### src/rtl/sram_burst_master_if.sv
// Single-port SRAM port bundle: chip select, output enable, address,
// active-low write request, write data and registered read data.
interface single_port_ram_intf #(
    parameter int ADDR_W = 18,
    parameter int DATA_W = 16
);
    logic              cs;
    logic              oe;
    logic [ADDR_W-1:0] addr;
    logic              W_req;
    logic [DATA_W-1:0] W_data;
    logic [DATA_W-1:0] R_data;

    modport master (output cs, oe, addr, W_req, W_data, input R_data);
    modport slave  (input cs, oe, addr, W_req, W_data, output R_data);
endinterface

### src/rtl/sram_burst_master.sv
// Burst initiator for the activation-buffer SRAM: one command becomes a run of single-word
// reads (to a 2-entry skid FIFO / stream) or writes (from a stream). Optional macro: SRAM_BURST_WRAP_EN.
module sram_burst_master #(
    parameter int          ADDR_W    = 18,
    parameter int          DATA_W    = 16,
    parameter int          LEN_W     = 18,
    parameter int unsigned MAX_WORDS = 196608
) (
    input  logic              clk,
    input  logic              rst,
    input  logic              start,
    input  logic              wr_mode,
    input  logic [ADDR_W-1:0] base_addr,
    input  logic [LEN_W-1:0]  length,
    output logic              busy,
    output logic              done,
    output logic              err,
    output logic [DATA_W-1:0] rd_data,
    output logic              rd_valid,
    input  logic              rd_ready,
    input  logic [DATA_W-1:0] wr_data,
    input  logic              wr_valid,
    output logic              wr_ready,
    single_port_ram_intf.master mem
);
    localparam int SUM_W = ((ADDR_W > LEN_W) ? ADDR_W : LEN_W) + 1;

    typedef enum logic [2:0] {S_IDLE, S_RD, S_RD_DRAIN, S_WR, S_FIN} state_t;
    state_t state, state_nxt;

    logic [ADDR_W-1:0] addr_q, addr_inc;
    logic [LEN_W-1:0]  remain;
    logic              err_q;
    logic [DATA_W-1:0] fifo [2];
    logic              head, tail;
    logic [1:0]        count;
    logic              inflight;
    logic              pop, rd_issue, wr_issue, issue, last_issue, range_bad;
    logic [2:0]        occ_after;

`ifdef SRAM_BURST_WRAP_EN
    assign range_bad = (SUM_W'(base_addr) >= SUM_W'(MAX_WORDS)) || (SUM_W'(length) > SUM_W'(MAX_WORDS));
    assign addr_inc  = (addr_q == ADDR_W'(MAX_WORDS - 1)) ? '0 : addr_q + ADDR_W'(1);
`else
    logic [SUM_W-1:0] end_sum;
    // end_sum is one past the last word; it must not pass the populated top
    assign end_sum   = SUM_W'(base_addr) + SUM_W'(length);
    assign range_bad = (SUM_W'(base_addr) >= SUM_W'(MAX_WORDS)) || (end_sum > SUM_W'(MAX_WORDS));
    assign addr_inc  = addr_q + ADDR_W'(1);
`endif

    assign rd_valid  = (count != 2'd0);
    assign rd_data   = fifo[head];
    assign pop       = rd_valid & rd_ready;
    assign tail      = head ^ count[0];
    // Slots still claimed after this cycle's pop; a read may issue while below 2
    assign occ_after = {1'b0, count} + {2'b00, inflight} - {2'b00, pop};

    assign wr_ready   = (state == S_WR);
    assign rd_issue   = (state == S_RD) && (occ_after < 3'd2);
    assign wr_issue   = wr_ready & wr_valid;
    assign issue      = rd_issue | wr_issue;
    assign last_issue = issue && (remain == LEN_W'(1));

    assign mem.cs     = issue;
    assign mem.W_req  = ~wr_issue;
    assign mem.oe     = inflight;
    assign mem.addr   = addr_q;
    assign mem.W_data = wr_issue ? wr_data : '0;

    assign busy = (state == S_RD) || (state == S_RD_DRAIN) || (state == S_WR);
    assign done = (state == S_FIN);
    assign err  = (state == S_FIN) && err_q;

    always_comb begin
        state_nxt = state;
        case (state)
            S_IDLE: begin
                if (start) begin
                    if (length == '0 || range_bad) state_nxt = S_FIN;
                    else if (wr_mode)              state_nxt = S_WR;
                    else                           state_nxt = S_RD;
                end
            end
            S_RD:       if (last_issue) state_nxt = S_RD_DRAIN;
            S_RD_DRAIN: if (occ_after == 3'd0) state_nxt = S_FIN;
            S_WR:       if (last_issue) state_nxt = S_FIN;
            S_FIN:      state_nxt = S_IDLE;
            default:    state_nxt = S_IDLE;
        endcase
    end

    always_ff @(posedge clk) begin
        if (rst) begin
            state    <= S_IDLE;
            addr_q   <= '0;
            remain   <= '0;
            err_q    <= 1'b0;
            head     <= 1'b0;
            count    <= 2'd0;
            inflight <= 1'b0;
        end else begin
            state <= state_nxt;
            if (state == S_IDLE && start) begin
                addr_q <= base_addr;
                remain <= length;
                err_q  <= (length != '0) && range_bad;
            end else if (issue) begin
                addr_q <= addr_inc;
                remain <= remain - LEN_W'(1);
            end
            // Read data appears one cycle after the issue cycle
            inflight <= rd_issue;
            if (inflight) fifo[tail] <= mem.R_data[DATA_W-1:0];
            if (pop) head <= ~head;
            count <= count + {1'b0, inflight} - {1'b0, pop};
        end
    end
endmodule

### src/flat_wrapper.sv
// flat-port wrapper written by rule: the top's interface ports become plain ports
module sram_burst_master_flat 
#(
    parameter int          ADDR_W    = 18,
    parameter int          DATA_W    = 16,
    parameter int          LEN_W     = 18,
    parameter int unsigned MAX_WORDS = 196608
)
  (clk, rst, start, wr_mode, base_addr, length, busy, done, err, rd_data, rd_valid, rd_ready, wr_data, wr_valid, wr_ready, mem_cs, mem_oe, mem_addr, mem_W_req, mem_W_data, mem_R_data);
  single_port_ram_intf #(.ADDR_W(ADDR_W), .DATA_W(DATA_W)) mem_i ();
  input  logic clk;
  input  logic rst;
  input  logic start;
  input  logic wr_mode;
  input  logic [ADDR_W-1:0] base_addr;
  input  logic [LEN_W-1:0] length;
  output logic busy;
  output logic done;
  output logic err;
  output logic [DATA_W-1:0] rd_data;
  output logic rd_valid;
  input  logic rd_ready;
  input  logic [DATA_W-1:0] wr_data;
  input  logic wr_valid;
  output logic wr_ready;
  output wire logic [$bits(mem_i.cs)-1:0] mem_cs;
  output wire logic [$bits(mem_i.oe)-1:0] mem_oe;
  output wire logic [$bits(mem_i.addr)-1:0] mem_addr;
  output wire logic [$bits(mem_i.W_req)-1:0] mem_W_req;
  output wire logic [$bits(mem_i.W_data)-1:0] mem_W_data;
  input wire logic [$bits(mem_i.R_data)-1:0] mem_R_data;
  assign mem_cs = mem_i.cs;
  assign mem_oe = mem_i.oe;
  assign mem_addr = mem_i.addr;
  assign mem_W_req = mem_i.W_req;
  assign mem_W_data = mem_i.W_data;
  assign mem_i.R_data = mem_R_data;
  sram_burst_master #(.ADDR_W(ADDR_W), .DATA_W(DATA_W), .LEN_W(LEN_W), .MAX_WORDS(MAX_WORDS)) u_core (.clk(clk), .rst(rst), .start(start), .wr_mode(wr_mode), .base_addr(base_addr), .length(length), .busy(busy), .done(done), .err(err), .rd_data(rd_data), .rd_valid(rd_valid), .rd_ready(rd_ready), .wr_data(wr_data), .wr_valid(wr_valid), .wr_ready(wr_ready), .mem(mem_i));
endmodule
### config.mk
export PLATFORM = sky130hd
export DESIGN_NAME = sram_burst_master_flat
export DESIGN_NICKNAME = d
export VERILOG_FILES = /design/src/rtl/sram_burst_master_if.sv /design/src/rtl/sram_burst_master.sv /design/src/flat_wrapper.sv
export SDC_FILE = /design/constraint.sdc
export NUM_CORES = 1
export LEC_CHECK = 0
export ABC_AREA = 1
export CAP_MARGIN = 20
export CELL_PAD_IN_SITES_DETAIL_PLACEMENT = 0
export CELL_PAD_IN_SITES_GLOBAL_PLACEMENT = 1
export CORE_MARGIN = 2
export CORE_UTILIZATION = 35
export CTS_CLUSTER_DIAMETER = 30
export DETAILED_ROUTE_END_ITERATION = 10
export PLACE_DENSITY_LB_ADDON = 0.05
export RECOVER_POWER = 50
export SYNTH_ARGS = -nofsm -noshare
export SYNTH_HDL_FRONTEND = slang
export SYNTH_SLANG_ARGS = --single-unit
### constraint.sdc
create_clock -name clk -period 5.65 [get_ports clk]
set_clock_uncertainty 0.15 [all_clocks]
set_input_delay 0.565 -clock clk [delete_from_list [all_inputs] [get_ports clk]]
set_output_delay 0.565 -clock clk [all_outputs]
set_load 0.005 [all_outputs]
==> metrics.yaml, run 1 <==
clock_tree:
  ctsHoldBuffers: 0
  cts_resized: 0
  cts_setup_buffers: 0
  cts_max_level: 3
  clkTransAtPathRegs_ns: 0.06
  clk_latency_ns: 0.34
  cts_root_buffer: "clkbuf_16"
  cts_sinks: 77
  cts_tree: "done"
  ctsLongestPathBuffers: 2
  numCtsBuffers: 9
critical_path:
  arrival_ns: 3.52
  end_kind: "output port"
  crit_fanout: 28
  cp-start-kind: "primary input"
  critPathRequiredTime_ns: 4.93
  path_class: "primary input to output port"
  reg2reg_depth: 17
flow_run:
  drv_cap: 0
drt:
  met3_length_um: 583
  drc_errors: 0
  post_drt_wl_per_cell_um: 14.78
  drt_iter0_markers: 293
  wl_met2_um: 7216
  dr_total_vias: 4896
  wl_met1_um: 6587
  ant_nets: 0
  wirelength_um: 14680
  drt_first_pass_iters: 4
  routed.top_layer: "met4"
  via_per_inst: 4.931
placed_design:
  place.gp.congestion: 0.8104
  place_hpwl_um: 11490
  port_buffers: 131
  place_inst: 977
global_route:
  antenna_found_initial: 0
  grt_pass1_vias: 4839
  grt_max_degree: 30
  grt-ovfl-total: 0
  grt_pass1_wl_um: 24180
  grt_usage_pct: 19.20
layout:
  final_nets: 907
  n_antenna_cell: 0
  fin_cells: 993
  drive_gt1_share_pct: 8.118
  fill_cells: 1377
  synthToLayoutAreaGrowth_pct: 35.05
synth:
  synth.distinct_cells: 48
  synthMostInstantiatedCell: "nand2_1"
  syn_area_um2: 5065
  synthFlopType: "dfxtp_1"
  yosysSeqAreaShare_pct: 36.76
  synthTopCellsByCount: "nand2_1 (158), inv_1 (99), nor2_1 (72)"
  async_reset_ff_share_pct: 0
  synth-edff-count: 32
  synth_top_area_share_pct: 18.97
  synth_cells: 679
  ys_seq_elements: 77
  synth_area_leaders: "edfxtp_1 (19%), dfxtp_1 (18%), nand2_1 (12%)"
  syn_area_per_cell_um2: 7.459
  synth_nets: 778
  yosysWarningCount: 0
  yosysTopAreaCell: "edfxtp_1"
timing:
  finalSetupViolations: 0
  finalSetupTns_ns: 0
  worst_slew_pin_slew_ns: 1.474
  rsz0062_at_grt: "false"
  min_period_ns: 4.233
  fmax_mhz: 236.2
  min_period_over_period_pct: 74.92
  slew_viol_final: 0
  hold_violations: 0
  slew_headroom_pct: 1.743
floorplanning:
  die_y_um: 124.3
  die_x_um: 124.3
  start_util_pct: 36.21
  core-area_um2: 13990
  die-area_um2: 15450
  ios: 132
  rows: 43
power_and_ir_drop:
  total_power_mw: 2.540
  power_leakage_nw: 2.976
  peakVddDrop_uv: 151.7
  powerDensity_nw_per_um2: 371.3
worst_hold_path:
  holdPathStages: 2
  hold_path_class: "register to register"
run_status:
  outcome: "finished clean"
==> flip-flops by register name (all words and copies together), names as in the netlist, named ones only <==
register and cells:
u_core.count 2, u_core.err_q 1, u_core.fifo 32, u_core.head 1, u_core.mem.addr 18, u_core.mem.oe 1, u_core.remain 18, u_core.state 3
==> placed cells by master (no fill, tap or decap), types with 3 or more instances in the layout <==
cell type	n
nor3_1	10
o211ai_1	8
dfxtp_1	45
o21ai_0	17
a211oi_1	4
inv_1	99
nor3_2	4
a21oi_2	3
clkdlybuf4s50_1	84
inv_6	3
nand4_1	11
nor2_2	8
a21oi_1	28
nor4_1	4
a221oi_1	5
a31oi_1	13
xnor2_1	7
mux2_2	16
clkbuf_16	9
dlygate4sd3_1	47
edfxtp_1	32
nand2_1	158
nand3_1	38
ha_1	23
nand2_2	6
inv_2	3
xor2_1	18
nor2_1	71
o221ai_1	4
==> cell type report <==
cell class	instances	area, µm²	share of cell area [%]
Multi-Input combinational cell	482	2753	40.24
Sequential cell	77	1862	27.22
Timing Repair Buffer	135	1334	19.50
Inverter	103	386.6	5.652
Clock buffer	9	225.2	3.292
Tap cell	180	225.2	3.292
Clock inverter	7	55.05	0.8048
==> final timing paths <==
path	startpoint	to	slack, ns
worst max-delay path	rd_ready	mem_cs	1.42
worst min register to register	u_core.err_q	u_core.err_q	0.32
worst max register to register	u_core.count[0]	u_core.remain[7]	1.97
worst min-delay path	u_core.err_q	u_core.err_q	0.32
==> cells by family (layout without fill, tap and decap cells) <==
group / after synthesis / after routing / synth area share (%)
xor gates and xnor gates: 25 / 25 / 4.323
AOI/OAI and AO/OA: 91 / 91 / 11.36
muxes: 16 / 16 / 3.557
adders and majority gates: 25 / 25 / 6.472
and+or+nand+nor: 325 / 325 / 28.48
DFF: 77 / 77 / 36.76
buffers and inverters: 120 / 254 / 9.042
==> worst max-delay path: stages <==
cell             delay (ns)
dlygate4sd3_1          0.53
nand2_1                0.06
inv_1                  0.06
ha_1                   0.27
inv_1                  0.06
ha_1                   0.13
inv_1                  0.05
fa_1                   0.53
nand4_1                0.14
nand2_2                0.50
clkdlybuf4s50_1        0.62
==> layer usage <==
layer	GRT usage, %	vias to the layer above
met5	0	-
met4	6.081	0
met3	3.479	20
met2	34.17	125
met1	23.44	2240
li1	-	2511
==> power by group <==
group | total (mW) | internal, mW | switching (mW) | leakage [nW]
clock | 0.547 | 0.304 | 0.244 | 0.140
combinational | 1.16 | 0.498 | 0.662 | 2.18
sequential | 0.833 | 0.704 | 0.129 | 0.658
==> per-stage QoR <==
step                      setup WS (ns)  hold slack [ns]  util, %  cell area [µm²]
after floorplan                   2.630           0.2907        -             5065
after global placement            1.552           0.3101    46.95             6568
after detailed placement          1.510           0.3109    46.95             6568
after CTS                         1.511           0.3210    48.95             6848
after global routing              1.276           0.3477    48.90             6840
final                             1.417           0.3187    48.90             6840
(Power assumes the default switching activity.)
==> run 2: changes to the inputs <==
clock period = 4.3 ns   (was 5.65 ns; I/O delays follow)
==> run 2 against run 1 <==
Sequential cell count did not move. Hold slack better by 0.0046 ns. Critical path type is now register to output port. Highest routed layer unchanged. Utilization is 0.27 points higher. Design area rose by 0.55%. Via count up 0.43%. Setup slack got worse by 0.93 ns. Critical path depth grew 1. Register-to-register slack worse by 1.1 ns. Final cell count up 0.10%. Clock power grew 46%.
==> metrics.yaml, run 2 (same netlist as run 1, synthesis figures left out) <==
layout:
  fill_cells: 1368  # -0.65%
  largest_reg_flops: 32  # unchanged
  layout_commonest_cell: "nand2_1"
  final_nets: 908  # +0.11%
  final_cell_mix: "nand2_1 (159), inv_1 (99), clkdlybuf4s50_1 (87)"
  drive_gt1_share_pct: 8.108  # -0.010 points
  n_antenna_cell: 0  # unchanged
  synthToLayoutAreaGrowth_pct: 35.80
  regMostFlops: "u_core.fifo"
drt:
  dr_total_vias: 4917  # +0.43%
  post_drt_wl_per_cell_um: 14.83  # +0.32%
  routed.top_layer: "met4"
  via_per_inst: 4.947  # +0.33%
  ant_nets: 0  # unchanged
  wirelength_um: 14740  # +0.42%
  drc_errors: 0  # unchanged
  met3_length_um: 720  # +23%
  drt_first_pass_iters: 5  # +1
  drt_iter0_markers: 221  # -25%
  wl_met2_um: 7472  # +3.5%
  wl_met1_um: 6242  # -5.2%
clock_tree:
  numCtsBuffers: 9  # unchanged
  cts_sinks: 77  # unchanged
  clk_latency_ns: 0.34  # about the same
  clkTransAtPathRegs_ns: 0.06  # about the same
  cts_tree: "done"
  ctsHoldBuffers: 0  # unchanged
  cts_resized: 0  # unchanged
  cts_root_buffer: "clkbuf_16"
  cts_setup_buffers: 0  # unchanged
  ctsLongestPathBuffers: 2  # unchanged
  cts_max_level: 3  # unchanged
critical_path:
  arrival_ns: 3.23  # -0.29 ns
  end_kind: "output port"
  critPathRequiredTime_ns: 3.72  # -1.21 ns
  path_cells: "or2_2, nand2_1, inv_1, ha_1, inv_1, ha_1, inv_1, fa_1, or2_2, nand4_1, nand2_2, clkdlybuf4s50_1"
  crit_fanout: 17  # -39%
  crit_path_top_delay_cell: "clkdlybuf4s50_1"
  path_class: "register to output port"
  cp-start-kind: "register"
  critPathMaxStageDelay_ns: 0.56  # -0.06 ns
  cpMostUsedCell: "inv_1"
floorplanning:
  ios: 132  # unchanged
  die_x_um: 124.3  # unchanged
  rows: 43  # unchanged
  die-area_um2: 15450  # unchanged
  die_y_um: 124.3  # unchanged
  core-area_um2: 13990  # unchanged
  start_util_pct: 36.21  # unchanged
timing:
  worst_slew_pin_slew_ns: 1.432  # -0.04154 ns
  fmax_mhz: 262.6
  finalSetupTns_ns: 0  # unchanged
  min_period_over_period_pct: 88.56
  rsz0062_at_grt: "false"
  slew_headroom_pct: 4.512  # +2.8 points
  slew_viol_final: 0  # unchanged
  hold_violations: 0  # unchanged
  min_period_ns: 3.808
  finalSetupViolations: 0  # unchanged
global_route:
  grt-ovfl-total: 0  # unchanged
  grt_pass1_wl_um: 23960  # -0.89%
  antenna_found_initial: 0  # unchanged
  grt_usage_pct: 18.98  # -0.21 points
  grt_pass1_vias: 4845  # +0.12%
  grt_max_degree: 29  # -3.3%
placed_design:
  port_buffers: 131  # unchanged
  place.gp.congestion: 0.8254  # +1.9%
  place_hpwl_um: 11730  # +2.0%
power_and_ir_drop:
  power_leakage_nw: 2.991  # +0.49%
  total_power_mw: 3.417  # +35%
  powerDensity_nw_per_um2: 496.7  # +34%
  peakVddDrop_uv: 253.5  # +67%
worst_hold_path:
  hold_path_class: "register to register"
flow_run:
  drv_cap: 0  # unchanged
run_status:
  outcome: "finished clean"
## run 2: metal layers
metal | GRT usage, % | vias to the layer above
met2 | 34.91 | 136
li1 | - | 2508
met5 | 0 | -
met4 | 6.147 | 0
met1 | 22.24 | 2252
met3 | 3.351 | 21
## run 2: worst paths after layout
check | startpoint | cells past startpoint | slack, ns | endpoint
worst max-delay path | u_core.count[0] | 12 | 0.49 | mem_cs
worst min-delay path | u_core.err_q | 2 | 0.32 | u_core.err_q
worst max register to register | u_core.count[0] | 15 | 0.90 | u_core.remain[15]
worst min register to register | u_core.err_q | 2 | 0.32 | u_core.err_q
## run 2: power by group
| part | switching [mW] | total (mW) | internal, mW |
|---|---|---|---|
| clock | 0.332 | 0.796 | 0.464 |
| sequential | 0.172 | 1.10 | 0.924 |
| combinational | 0.862 | 1.52 | 0.663 |
| total | 1.37 | 3.42 | 2.05 |
## run 2: cell type report
| class | count | area (µm²) | area share [%] |
|---|---|---|---|
| flip-flops and latches | 77 | 1862 | 27.07 |
| repair buffers | 136 | 1341 | 19.50 |
| clock buffers | 9 | 225.2 | 3.275 |
| well taps | 180 | 225.2 | 3.275 |
| clock inverters | 7 | 90.09 | 1.310 |
| multi-input cells | 482 | 2748 | 39.95 |
| inverters | 103 | 386.6 | 5.621 |
## run 2: critical path, delay by kind of cell, from the launching register on
kind          cells  cell delay, ns
buf+inv           4            0.72
flops             1            0.33
simple gates      5            1.08
fa+ha+maj         3            0.76
## run 2: through the flow
step           area (µm²)  hold slack, ns  instances  util, %  setup WS (ns)
2_1_floorplan        5065          0.2907        679        -          1.286
3_3_place_gp         6575          0.3091        978    47.00         0.6207
3_5_place_dp         6575          0.3193        978    47.00         0.5728
4_1_cts              6890          0.3287        994    49.26         0.4602
5_1_grt              6878          0.3377        994    49.17         0.3255
6_report             6878          0.3233        994    49.17         0.4919
==> run 3: changes to the inputs <==
SKIP_LAST_GASP = 1   (was unset)
==> results of run 3 <==
The final DEF is identical to that of run 2; final timing and power are the same.
